`config.mk`:
```
export PLATFORM = sky130hd
export DESIGN_NAME = timer_arbiter_flat
export DESIGN_NICKNAME = d
export VERILOG_FILES = /design/src/rtl/timer_arbiter_if.sv /design/src/rtl/timer_arbiter.sv /design/src/flat_wrapper.sv
export SDC_FILE = /design/constraint.sdc
export NUM_CORES = 1
export LEC_CHECK = 0
export CORE_MARGIN = 2
export CORE_UTILIZATION = 40
export DETAILED_ROUTE_END_ITERATION = 12
export PLACE_DENSITY = 0.73
export SLEW_MARGIN = 10
export SYNTH_ARGS = -nofsm -noshare
export SYNTH_HDL_FRONTEND = slang
export SYNTH_SLANG_ARGS = --single-unit
```
`constraint.sdc`:
```
create_clock -name clk -period 4.8 [get_ports clk]
set_input_delay 0.96 -clock clk [delete_from_list [all_inputs] [get_ports clk]]
set_output_delay 0.96 -clock clk [all_outputs]
set_load 0.02 [all_outputs]
```
`src/rtl/timer_arbiter_if.sv`:
```
// ---------------------------------------------------------------------------
// timer_arbiter_if
// Bundles the requester handshake and the flex_counter control lines shared
// by timer_arbiter and its surroundings.
//
// Signals:
//   req               requester -> arbiter, level request per requester
//   req_len           requester -> arbiter, interval length, slice [i*SIZE +: SIZE]
//   grant             arbiter -> requester, one-hot owner of the counter
//   done              arbiter -> requester, one-cycle completion pulse
//   busy              arbiter -> requester, high whenever not idle
//   cnt_clear         arbiter -> flex_counter clear
//   cnt_enable        arbiter -> flex_counter count_enable
//   cnt_rollover_val  arbiter -> flex_counter rollover_val
//   cnt_rollover_flag flex_counter -> arbiter rollover_flag
//
// Modports:
//   slave  - the arbiter side
//   master - the requesters / counter side that drives the arbiter
// ---------------------------------------------------------------------------
interface timer_arbiter_if #(
    parameter int NUM_REQ = 4,
    parameter int SIZE    = 4
);
    logic [NUM_REQ-1:0]      req;
    logic [NUM_REQ*SIZE-1:0] req_len;
    logic [NUM_REQ-1:0]      grant;
    logic [NUM_REQ-1:0]      done;
    logic                    busy;
    logic                    cnt_clear;
    logic                    cnt_enable;
    logic [SIZE-1:0]         cnt_rollover_val;
    logic                    cnt_rollover_flag;

    modport slave (
        input  req, req_len, cnt_rollover_flag,
        output grant, done, busy, cnt_clear, cnt_enable, cnt_rollover_val
    );

    modport master (
        output req, req_len, cnt_rollover_flag,
        input  grant, done, busy, cnt_clear, cnt_enable, cnt_rollover_val
    );
endinterface

```
`src/rtl/timer_arbiter.sv`:
```
// ---------------------------------------------------------------------------
// timer_arbiter
// Shares one external flex_counter among NUM_REQ requesters. Pending requests
// are arbitrated round-robin; the winner's length is loaded into the counter's
// rollover_val, the counter is enabled until rollover_flag rises, and the
// winner then receives a one-cycle done pulse before the counter is cleared.
// Dropping the owner's request before completion abandons the interval.
//
// Ports:
//   clk    input  system clock, rising edge
//   n_rst  input  asynchronous active-low reset
//   bus    timer_arbiter_if.slave  requester handshake and counter control
// ---------------------------------------------------------------------------
module timer_arbiter #(
    parameter int NUM_REQ = 4,
    parameter int SIZE    = 4
) (
    input  logic             clk,
    input  logic             n_rst,
    timer_arbiter_if.slave   bus
);
    localparam int IDX_W = (NUM_REQ > 1) ? $clog2(NUM_REQ) : 1;

    typedef enum logic [1:0] {
        IDLE,
        LOAD,
        RUN,
        DONE
    } state_t;

    state_t              state;
    state_t              next_state;
    logic [IDX_W-1:0]    ptr;
    logic [IDX_W-1:0]    winner;
    logic [IDX_W-1:0]    pick;
    logic                pick_valid;
    logic [SIZE-1:0]     pick_len;
    logic [NUM_REQ-1:0]  grant_q;
    logic [SIZE-1:0]     rollover_q;
    logic                owner_req;

    logic [NUM_REQ-1:0]  done_c;
    logic                busy_c;
    logic                clear_c;
    logic                enable_c;

    // Index arithmetic modulo NUM_REQ, kept in index width.
    function automatic logic [IDX_W-1:0] wrap_idx(input int v);
        return IDX_W'(v % NUM_REQ);
    endfunction

    // Round-robin search starting at ptr. Iterating from the farthest offset
    // down to zero lets the closest set bit overwrite earlier candidates.
    always_comb begin
        pick       = '0;
        pick_valid = 1'b0;
        for (int k = NUM_REQ - 1; k >= 0; k--) begin
            if (bus.req[wrap_idx(int'(ptr) + k)]) begin
                pick       = wrap_idx(int'(ptr) + k);
                pick_valid = 1'b1;
            end
        end
    end

    // Length of the candidate winner, selected with constant slices only.
    always_comb begin
        pick_len = '0;
        for (int i = 0; i < NUM_REQ; i++) begin
            if (pick == IDX_W'(i)) begin
                pick_len = bus.req_len[i*SIZE +: SIZE];
            end
        end
    end

    assign owner_req = bus.req[winner];

    // State register.
    always_ff @(posedge clk or negedge n_rst) begin
        if (!n_rst) begin
            state <= IDLE;
        end else begin
            state <= next_state;
        end
    end

    // Next-state and counter-control decode. An owner that drops its request
    // during LOAD or RUN aborts back to IDLE, which also clears the counter.
    // Enable follows the flag combinationally so the counter stops on the
    // very cycle it reaches rollover_val and never wraps.
    always_comb begin
        next_state = state;
        done_c     = '0;
        busy_c     = 1'b1;
        clear_c    = 1'b0;
        enable_c   = 1'b0;
        case (state)
            IDLE: begin
                busy_c  = 1'b0;
                clear_c = 1'b1;
                if (pick_valid) begin
                    next_state = LOAD;
                end
            end
            LOAD: begin
                if (!owner_req) begin
                    next_state = IDLE;
                end else if (rollover_q == '0) begin
                    next_state = DONE;
                end else begin
                    next_state = RUN;
                end
            end
            RUN: begin
                enable_c = ~bus.cnt_rollover_flag;
                if (!owner_req) begin
                    next_state = IDLE;
                end else if (bus.cnt_rollover_flag) begin
                    next_state = DONE;
                end
            end
            DONE: begin
                clear_c    = 1'b1;
                done_c     = grant_q;
                next_state = IDLE;
            end
            default: begin
                next_state = IDLE;
            end
        endcase
    end

    // Grant, latched winner/length and round-robin pointer. The pointer only
    // advances after a completed interval, so an aborted owner keeps its turn.
    always_ff @(posedge clk or negedge n_rst) begin
        if (!n_rst) begin
            ptr        <= '0;
            winner     <= '0;
            grant_q    <= '0;
            rollover_q <= '0;
        end else begin
            case (state)
                IDLE: begin
                    if (pick_valid) begin
                        winner     <= pick;
                        grant_q    <= NUM_REQ'(1) << pick;
                        rollover_q <= pick_len;
                    end
                end
                LOAD, RUN: begin
                    if (next_state == IDLE) begin
                        grant_q <= '0;
                    end
                end
                DONE: begin
                    grant_q <= '0;
                    ptr     <= wrap_idx(int'(winner) + 1);
                end
                default: begin
                    grant_q <= '0;
                end
            endcase
        end
    end

    assign bus.grant            = grant_q;
    assign bus.done             = done_c;
    assign bus.busy             = busy_c;
    assign bus.cnt_clear        = clear_c;
    assign bus.cnt_enable       = enable_c;
    assign bus.cnt_rollover_val = rollover_q;

endmodule

```
`src/flat_wrapper.sv`:
```
// flat-port wrapper written by rule: the top's interface ports become plain ports
module timer_arbiter_flat 
#(
    parameter int NUM_REQ = 4,
    parameter int SIZE    = 4
)
  (clk, n_rst, bus_req, bus_req_len, bus_cnt_rollover_flag, bus_grant, bus_done, bus_busy, bus_cnt_clear, bus_cnt_enable, bus_cnt_rollover_val);
  timer_arbiter_if #(.NUM_REQ(NUM_REQ), .SIZE(SIZE)) bus_i ();
  input  logic clk;
  input  logic n_rst;
  input wire logic [$bits(bus_i.req)-1:0] bus_req;
  input wire logic [$bits(bus_i.req_len)-1:0] bus_req_len;
  input wire logic [$bits(bus_i.cnt_rollover_flag)-1:0] bus_cnt_rollover_flag;
  output wire logic [$bits(bus_i.grant)-1:0] bus_grant;
  output wire logic [$bits(bus_i.done)-1:0] bus_done;
  output wire logic [$bits(bus_i.busy)-1:0] bus_busy;
  output wire logic [$bits(bus_i.cnt_clear)-1:0] bus_cnt_clear;
  output wire logic [$bits(bus_i.cnt_enable)-1:0] bus_cnt_enable;
  output wire logic [$bits(bus_i.cnt_rollover_val)-1:0] bus_cnt_rollover_val;
  assign bus_i.req = bus_req;
  assign bus_i.req_len = bus_req_len;
  assign bus_i.cnt_rollover_flag = bus_cnt_rollover_flag;
  assign bus_grant = bus_i.grant;
  assign bus_done = bus_i.done;
  assign bus_busy = bus_i.busy;
  assign bus_cnt_clear = bus_i.cnt_clear;
  assign bus_cnt_enable = bus_i.cnt_enable;
  assign bus_cnt_rollover_val = bus_i.cnt_rollover_val;
  timer_arbiter #(.NUM_REQ(NUM_REQ), .SIZE(SIZE)) u_core (.clk(clk), .n_rst(n_rst), .bus(bus_i));
endmodule
```
==> impl_metrics.csv, run 1 <==
group,metric,value,unit
critical_path,worstSetupEndpointType,"output pin",
sta,finalCriticalPeriod,3.09,ns
yosys,syn_inst,119,
floorplanning,rows,18,
placement,placed_cell_area,1430,um^2
critical_path,arrival,2.13,ns
yosys,synth-main-ff-cell,"dfrtp_1",
global_routing,grt_max_degree,15,
power,comb_power_share,63.1,%
cts,clockBufferDepth,2,
route,routedWlPerCell,12.6,um
route,firstDrtPassIters,4,
sta,hold-worst-slack,0.525,ns
floorplanning,die_h,54.9,um
yosys,syn-num-nets,147,
yosys,ys_types,33,
power,ir_drop,0.412,mV
cts,cts_htree_levels,1,
power,intPower,0.482,mW
placement,hpwl,1970,um
power,power.density,589,nW/um^2
outcome,status,"completed",
flow_run,maxCapViolations,0,
cts,cts_tree,"built",
cts,cts_hold_buf,0,
route,totalWireLength,2370,um
yosys,netlist_area,1040,um^2
sta,hold_viol_final,0,
cells_and_area,layout.nets,187,
critical_path,required,3.84,ns
power,power,0.866,mW
cells_and_area,fin_area,1470,um^2
yosys,syn_area_per_cell,8.71,um^2
sta,tightest_slew,0.667,ns
sta,finClkSkew,0.00179,ns
yosys,ys_ff_latch,14,
route,drc,0,
route,vias_per_cell,5.30,
global_routing,first_global_vias,873,
sta,clock.fmax,323,MHz
cts,cts_buffers,3,
sta,slew_viol_final,0,
critical_path,worstPathMaxFanout,3,
sta,grt_setup_unrepaired,"no",
global_routing,grt_usage,17.4,%
yosys,ys_seq_area_share,33.8,%
worst_hold_path,hp-class,"reg2reg",
sta,maxSlewHeadroom,55.1,%
placement,place_ws,1.70,ns
placement,numPortBuffers,37,
power,seq_power_share,27.4,%
cells_and_area,diodes,0,
global_routing,antenna_found_initial,0,
yosys,synth-edff-count,0,
power,power.switching,0.384,mW
floorplanning,coreArea,2450,um^2
global_routing,overflow,0,
critical_path,critPathKind,"in2out",
sta,setup_slack,1.71,ns
cells_and_area,syn_to_final_growth,41.9,%
floorplanning,ios,38,
yosys,synth_warnings,0,
sta,setup_violations,0,
power,switching_share,44.4,%
cts,cts.sinks,14,
floorplanning,die_area,3010,um^2
route,drtIter0Drc,14,
cts,postCtsSetupBuffers,0,
route,drtAntennaViolNets,0,
cts,clk_latency,0.27,ns
sta,finalSetupTns,0,ns
cells_and_area,final_layout_size_suffix_gt1_share,6.96,%
power,p_leak,0.655,nW
global_routing,grt_pass1_wl,3720,um
power,power_frac_clock,9.6,%
cts,cts_root_buf,"clkbuf_4",
placement,gp_congestion,0.817,
route,dr_total_vias,997,
cts,ctsResizeCount,0,
cts,cts.clk_slew.worst_paths,0.08,ns
critical_path,startpoint_type,"input pin",
floorplanning,die_w,54.9,um
yosys,async_reset_ff_share,100,%
sta,post-route-period-util,64.4,%
floorplanning,initial_utilization,42.2,%
[routing by layer]
layer  share of wire (%)  GRT usage [%]
met5                   0              0
met4                0.89           6.10
met3                 5.0           2.96
met2                  50           29.0
met1                  44           22.7
[cells in the mapped netlist (3+ instances only)]
library cell | number | area (um^2)
inv_1 | 19 | 71.3
o21ai_0 | 12 | 60.1
mux2i_1 | 3 | 30.0
a221oi_1 | 4 | 35.0
nand2_1 | 8 | 30.0
a21oi_1 | 6 | 30.0
and2_1 | 4 | 25.0
nor2_1 | 7 | 26.3
a22o_1 | 4 | 35.0
ha_1 | 5 | 62.6
dfrtp_1 | 14 | 350
nand3_1 | 8 | 40.0
[path summary, 6_finish.rpt]
| kind | slack, ns | to | cells after the start | from |
|---|---|---|---|---|
| hold / removal | 0.52 | u_core.ptr[0]$_DFFE_PN0N_ | 1 | u_core.winner[0]$_DFFE_PN0P_ |
| hold reg to reg | 0.52 | u_core.ptr[0]$_DFFE_PN0N_ | 1 | u_core.winner[0]$_DFFE_PN0P_ |
| max in group asynchronous | 3.33 | u_core.state[0]$_DFF_PN0_ | 1 | n_rst |
| setup reg to reg | 2.78 | u_core.bus.grant[0]$_DFFE_PN0P_ | 5 | u_core.bus.cnt_rollover_val[1]$_DFFE_PN0P_ |
| min in group asynchronous | 1.07 | u_core.bus.cnt_rollover_val[3]$_DFFE_PN0P_ | 1 | n_rst |
| setup / recovery | 1.71 | bus_cnt_enable | 3 | bus_cnt_rollover_flag |
[worst max-delay path, cell delays in order]
cell and delay, ns:
clkdlybuf4s50_1 0.43, nor2b_1 0.13, clkdlybuf4s50_1 0.61
[logic make-up (layout without fill, tap and decap cells)]
group           after synthesis  count (layout)  synth area share [%]
flops                        14              14                  33.8
mux                           6               6                  8.33
simple gates                 37              37                  18.7
xor+xnor                      1               1                 0.846
buf+inv                      21              60                  7.85
fa+ha+maj                     5               5                  6.04
compound gates               35              35                  24.4
[layout make-up]
cell class / count / area [um^2]
inverter: 19 / 71.3
fill: 213 / 985
tap: 30 / 37.5
sequential: 14 / 350
multi-input combinational: 84 / 604
clock buffer: 4 / 36.3
timing repair buffer: 37 / 370
[power by group through the flow]
stage	combinational [mW]	clock [mW]	sequential, mW
floorplan	0.358	0	0.252
finish	0.546	0.0828	0.237
global route	0.603	0.0895	0.246
global placement	0.540	0	0.237
CTS	0.550	0.0856	0.237
detailed placement	0.549	0	0.239
[cell usage in the layout, fill, tap and decap left out, types with 4 or more instances in the layout]
cell | synthesis | layout
a21oi_1 | 6 | 6
a221oi_1 | 4 | 4
a22o_1 | 4 | 4
and2_1 | 4 | 4
clkdlybuf4s50_1 | 0 | 37
dfrtp_1 | 14 | 14
ha_1 | 5 | 5
inv_1 | 19 | 19
nand2_1 | 8 | 8
nand3_1 | 8 | 8
nor2_1 | 7 | 7
o21ai_0 | 12 | 12
[metrics by stage]
step	instances	util, %
after floorplan	119	-
after global placement	184	58.4
after detailed placement	184	58.4
after CTS	188	59.9
after global routing	188	59.9
final	188	59.9
[sequential cells by signal, indices dropped and copies added (netlist names)]
signal                       cells
u_core.bus.cnt_rollover_val      4
u_core.bus.grant                 4
u_core.ptr                       2
u_core.state                     2
u_core.winner                    2
Power figures use the tool's default switching activity.
==> run 2: changes to the inputs <==
--- a/config.mk
+++ b/config.mk
@@ -8,7 +8,7 @@
 export CORE_MARGIN = 2
 export CORE_UTILIZATION = 40
 export DETAILED_ROUTE_END_ITERATION = 12
-export PLACE_DENSITY = 0.73
+export PLACE_DENSITY = 0.76
 export SLEW_MARGIN = 10
 export SYNTH_ARGS = -nofsm -noshare
 export SYNTH_HDL_FRONTEND = slang
==> constraint.sdc (replaced) <==
create_clock -name clk -period 2.75 [get_ports clk]
set_input_delay 0.55 -clock clk [delete_from_list [all_inputs] [get_ports clk]]
set_output_delay 0.55 -clock clk [all_outputs]
set_load 0.02 [all_outputs]
==> impl_metrics.csv, run 2 (synthesis gave the netlist of run 1 again) <==
group,metric,value,unit
power,p_leak,0.655,nW
cts,cts_root_buf,"clkbuf_4",
critical_path,reg2reg_from,"u_core.bus.cnt_rollover_val[1]$_DFFE_PN0P_",
power,power,1.53,mW
cells_and_area,fin_area,1470,um^2
route,dr_total_vias,1016,
cts,cts.clk_slew.worst_paths,0.09,ns
critical_path,critPathKind,"reg2out",
critical_path,required,2.20,ns
sta,finalCriticalPeriod,2.33,ns
placement,numPortBuffers,37,
sta,hold-worst-slack,0.539,ns
placement,gp_congestion,0.859,
cts,cts.sinks,14,
cts,cts_hold_buf,0,
cells_and_area,final_layout_size_suffix_gt1_share,6.96,%
global_routing,first_global_vias,895,
cts,ctsResizeCount,0,
critical_path,arrival,1.78,ns
sta,setup_violations,0,
cts,clockBufferDepth,2,
sta,maxSlewHeadroom,51.4,%
flow_run,maxCapViolations,0,
power,power.density,1040,nW/um^2
route,drtAntennaViolNets,0,
sta,tightest_slew,0.722,ns
outcome,status,"completed",
sta,grt_setup_unrepaired,"no",
sta,post-route-period-util,84.7,%
global_routing,grt_usage,17.4,%
cts,cts_buffers,3,
cells_and_area,mostFrequentLayoutCell,"clkdlybuf4s50_1",
route,totalWireLength,2590,um
sta,hold_viol_final,0,
cts,cts_htree_levels,1,
floorplanning,die_h,54.9,um
critical_path,worstPathMaxFanout,5,
floorplanning,initial_utilization,42.2,%
global_routing,antenna_found_initial,0,
global_routing,grt_pass1_wl,3740,um
route,routedWlPerCell,13.8,um
worst_hold_path,hp-start,"u_core.bus.grant[0]$_DFFE_PN0P_",
placement,placed_cell_area,1430,um^2
cts,cts_tree,"built",
route,vias_per_cell,5.40,
cells_and_area,mostFrequentLayoutCells,"37 x clkdlybuf4s50_1, 19 x inv_1, 14 x dfrtp_1",
critical_path,r2r_cells,5,
power,ir_drop,0.597,mV
cells_and_area,syn_to_final_growth,41.9,%
sta,slew_viol_final,0,
critical_path,worstSetupEndpoint,"bus_cnt_clear",
sta,finClkSkew,0.00343,ns
floorplanning,die_w,54.9,um
worst_hold_path,hp-class,"reg2reg",
cells_and_area,layout.nets,187,
route,drtIter0Drc,16,
global_routing,grt_max_degree,15,
sta,finalSetupTns,0,ns
cts,clk_latency,0.28,ns
floorplanning,ios,38,
route,firstDrtPassIters,4,
critical_path,startpoint_type,"flip-flop",
global_routing,overflow,0,
route,drc,0,
cells_and_area,diodes,0,
floorplanning,die_area,3010,um^2
critical_path,rr_endpoint,"u_core.bus.grant[2]$_DFFE_PN0P_",
critical_path,startpoint,"u_core.state[0]$_DFF_PN0_",
placement,hpwl,2080,um
cts,postCtsSetupBuffers,0,
sta,clock.fmax,429,MHz
critical_path,worst-r2r-setup-slack,0.78,ns
floorplanning,rows,18,
critical_path,worstSetupEndpointType,"output pin",
floorplanning,coreArea,2450,um^2
## run 2: cell counts in the layout (fill, tap and decap cells not counted)
Identical to the previous run, type by type.
## run 2: worst max-delay path, cell delays in order, from the launching register on
cell and delay (ns):
dfrtp_1 0.43, inv_1 0.10, ha_1 0.32, inv_1 0.06, clkdlybuf4s50_1 0.59
## run 2: worst min-delay path by stage
stage,endpoint,cells after the start
detailed placement,u_core.bus.cnt_rollover_val[1]$_DFFE_PN0P_,1
global placement,u_core.bus.grant[2]$_DFFE_PN0P_,1
global route,u_core.ptr[0]$_DFFE_PN0N_,1
CTS,u_core.ptr[0]$_DFFE_PN0N_,1
finish,u_core.bus.grant[0]$_DFFE_PN0P_,1
floorplan,u_core.bus.cnt_rollover_val[0]$_DFFE_PN0P_,0
## run 2: layer usage
| layer | track usage, % | share of wire (%) |
|---|---|---|
| met1 | 20.4 | 41 |
| met2 | 30.4 | 54 |
| met3 | 3.23 | 4.6 |
| met4 | 8.13 | 0.73 |
| met5 | 0 | 0 |
## run 2: cell type report
class	count	area [um^2]
fill	215	985
multi-input combinational	84	604
timing repair buffer	37	370
sequential	14	350
inverter	19	71.3
tap	30	37.5
clock buffer	4	36.3
## run 2: power breakdown
part / switching (mW) / internal (mW) / leakage (nW)
clock network: 0.0659 / 0.0805 / 0.0210
registers: 0.113 / 0.305 / 0.174
logic: 0.512 / 0.457 / 0.460
## run 2: per-stage QoR
step / worst slack (ns) / instances / utilization (%)
floorplan: 0.768 / 119 / -
global placement: 0.207 / 184 / 58.4
detailed placement: 0.142 / 184 / 58.4
CTS: 0.386 / 188 / 59.9
global route: 0.287 / 188 / 59.9
finish: 0.421 / 188 / 59.9
==> run 3: changes to the inputs <==
--- a/config.mk
+++ b/config.mk
@@ -8,7 +8,7 @@
 export CORE_MARGIN = 2
 export CORE_UTILIZATION = 40
 export DETAILED_ROUTE_END_ITERATION = 12
-export PLACE_DENSITY = 0.76
+export PLACE_DENSITY = 0.73
 export SLEW_MARGIN = 10
 export SYNTH_ARGS = -nofsm -noshare
 export SYNTH_HDL_FRONTEND = slang
==> constraint.sdc (replaced) <==
create_clock -name clk -period 2.3 [get_ports clk]
set_input_delay 0.46 -clock clk [delete_from_list [all_inputs] [get_ports clk]]
set_output_delay 0.46 -clock clk [all_outputs]
set_load 0.02 [all_outputs]
==> impl_metrics.csv, run 3 (synthesis gave the netlist of run 1 again) <==
group,metric,value,unit
outcome,status,"completed",
sta,hold_viol_final,0,
floorplanning,die_w,54.9,um
global_routing,antenna_found_initial,0,
critical_path,worst-r2r-setup-slack,0.37,ns
cts,clockBufferDepth,2,
sta,clock.fmax,459,MHz
route,drc,0,
route,totalWireLength,2600,um
power,power,1.90,mW
route,dr_total_vias,1047,
sta,hold-worst-slack,0.532,ns
route,firstDrtPassIters,4,
power,p_leak,0.713,nW
floorplanning,ios,38,
cells_and_area,layout.nets,196,
route,drtAntennaViolNets,0,
worst_hold_path,whs_path_depth,1,
critical_path,required,1.84,ns
global_routing,grt_pass1_wl,3890,um
cells_and_area,fin_area,1550,um^2
sta,grt_setup_unrepaired,"no",
worst_hold_path,min_to,"u_core.ptr[0]$_DFFE_PN0N_",
floorplanning,coreArea,2450,um^2
floorplanning,die_h,54.9,um
cts,cts.sinks,14,
cts,cts_tree,"built",
critical_path,worstPathMaxFanout,3,
cts,cts_htree_levels,1,
cts,cts.clk_slew.worst_paths,0.09,ns
power,power.density,1230,nW/um^2
cells_and_area,mostFrequentLayoutCells,"35 x clkdlybuf4s50_1, 19 x inv_1, 14 x dfrtp_1",
cells_and_area,post-route-util,62.9,%
placement,hpwl,2140,um
cts,cts_root_buf,"clkbuf_4",
critical_path,r2r_cells,5,
sta,maxSlewHeadroom,57.8,%
floorplanning,rows,18,
sta,post-route-period-util,94.6,%
global_routing,grt_usage,18.5,%
cells_and_area,diodes,0,
cts,cts_buffers,3,
placement,gp_congestion,0.786,
sta,setup_violations,0,
critical_path,critPathKind,"reg2out",
cells_and_area,final_layout_size_suffix_gt1_share,12.6,%
route,drtIter0Drc,7,
floorplanning,initial_utilization,42.2,%
floorplanning,die_area,3010,um^2
sta,tightest_slew,0.631,ns
global_routing,grt_max_degree,15,
critical_path,arrival,1.72,ns
critical_path,reg2reg_from,"u_core.bus.cnt_rollover_val[1]$_DFFE_PN0P_",
worst_hold_path,hp-class,"reg2reg",
critical_path,worstSetupEndpointType,"output pin",
critical_path,rr_endpoint,"u_core.bus.grant[0]$_DFFE_PN0P_",
route,vias_per_cell,5.31,
placement,placed_cell_area,1490,um^2
critical_path,startpoint_type,"flip-flop",
worst_hold_path,hp-start,"u_core.winner[0]$_DFFE_PN0P_",
sta,finClkSkew,0.0110,ns
cts,clk_latency,0.28,ns
route,routedWlPerCell,13.2,um
global_routing,first_global_vias,914,
flow_run,maxCapViolations,0,
power,ir_drop,0.700,mV
cells_and_area,syn_to_final_growth,49.2,%
global_routing,overflow,0,
placement,numPortBuffers,37,
cells_and_area,mostFrequentLayoutCell,"clkdlybuf4s50_1",
sta,finalCriticalPeriod,2.18,ns
sta,slew_viol_final,0,
## run 3: changes by cell type in the layout (fill, tap and decap cells not counted), sizes merged
cell,change
buf,+9
clkdlybuf4s50,-2
dlymetal6s2s,+2
## run 3: final cells by class
type                            instances  area, um^2
Tap cell                               30        37.5
Multi-Input combinational cell         84         607
Clock buffer                            4        36.3
Fill cell                             213         910
Timing Repair Buffer                   46         443
Sequential cell                        14         350
Inverter                               19        71.3
## run 3: worst max path at each step
stage	from	to	slack (ns)	cells past startpoint
floorplan	u_core.bus.cnt_rollover_val[1]$_DFFE_PN0P_	u_core.bus.grant[0]$_DFFE_PN0P_	0.37	5
global placement	bus_req[1]	u_core.bus.grant[2]$_DFFE_PN0P_	-0.05	6
detailed placement	bus_req[1]	u_core.bus.grant[0]$_DFFE_PN0P_	-0.10	6
CTS	u_core.state[1]$_DFF_PN0_	bus_cnt_clear	0.06	4
global route	u_core.state[0]$_DFF_PN0_	bus_cnt_enable	0.03	4
finish	u_core.state[0]$_DFF_PN0_	bus_cnt_enable	0.12	4
## run 3: routing by layer
layer	up-vias	track usage (%)	part of all wire (%)
li1	515	-	-
met1	493	22.7	44
met2	31	31.3	49
met3	8	2.15	4.5
met4	0	10.2	3.2
met5	-	0	0
## run 3: repair_timing
| item | CTS | global route |
|---|---|---|
| endpoints found under the setup margin | 1 | 4 |
| resized for setup | 0 | 3 |
| setup buffers | 1 | 0 |
| hold buffers | 0 | 0 |
## run 3: metrics by stage
| stage | setup slack (ns) | std cells | TNS [ns] |
|---|---|---|---|
| floorplan | 0.371 | 119 | 0 |
| global placement | -0.0491 | 192 | -0.110 |
| detailed placement | -0.101 | 192 | -0.332 |
| CTS | 0.0586 | 197 | 0 |
| global route | 0.0325 | 197 | 0 |
| finish | 0.123 | 197 | 0 |
## run 3: critical path, stage by stage, from the launching register on
cell	delay (ns)
dfrtp_1	0.42
inv_1	0.11
ha_1	0.17
nor2b_1	0.12
clkdlybuf4s50_1	0.60
## run 3: where the power goes
group	internal (mW)	switching, mW	leakage, nW
combinational	0.601	0.627	0.518
sequential	0.364	0.133	0.174
clock	0.0964	0.0790	0.0210
total	1.06	0.838	0.713
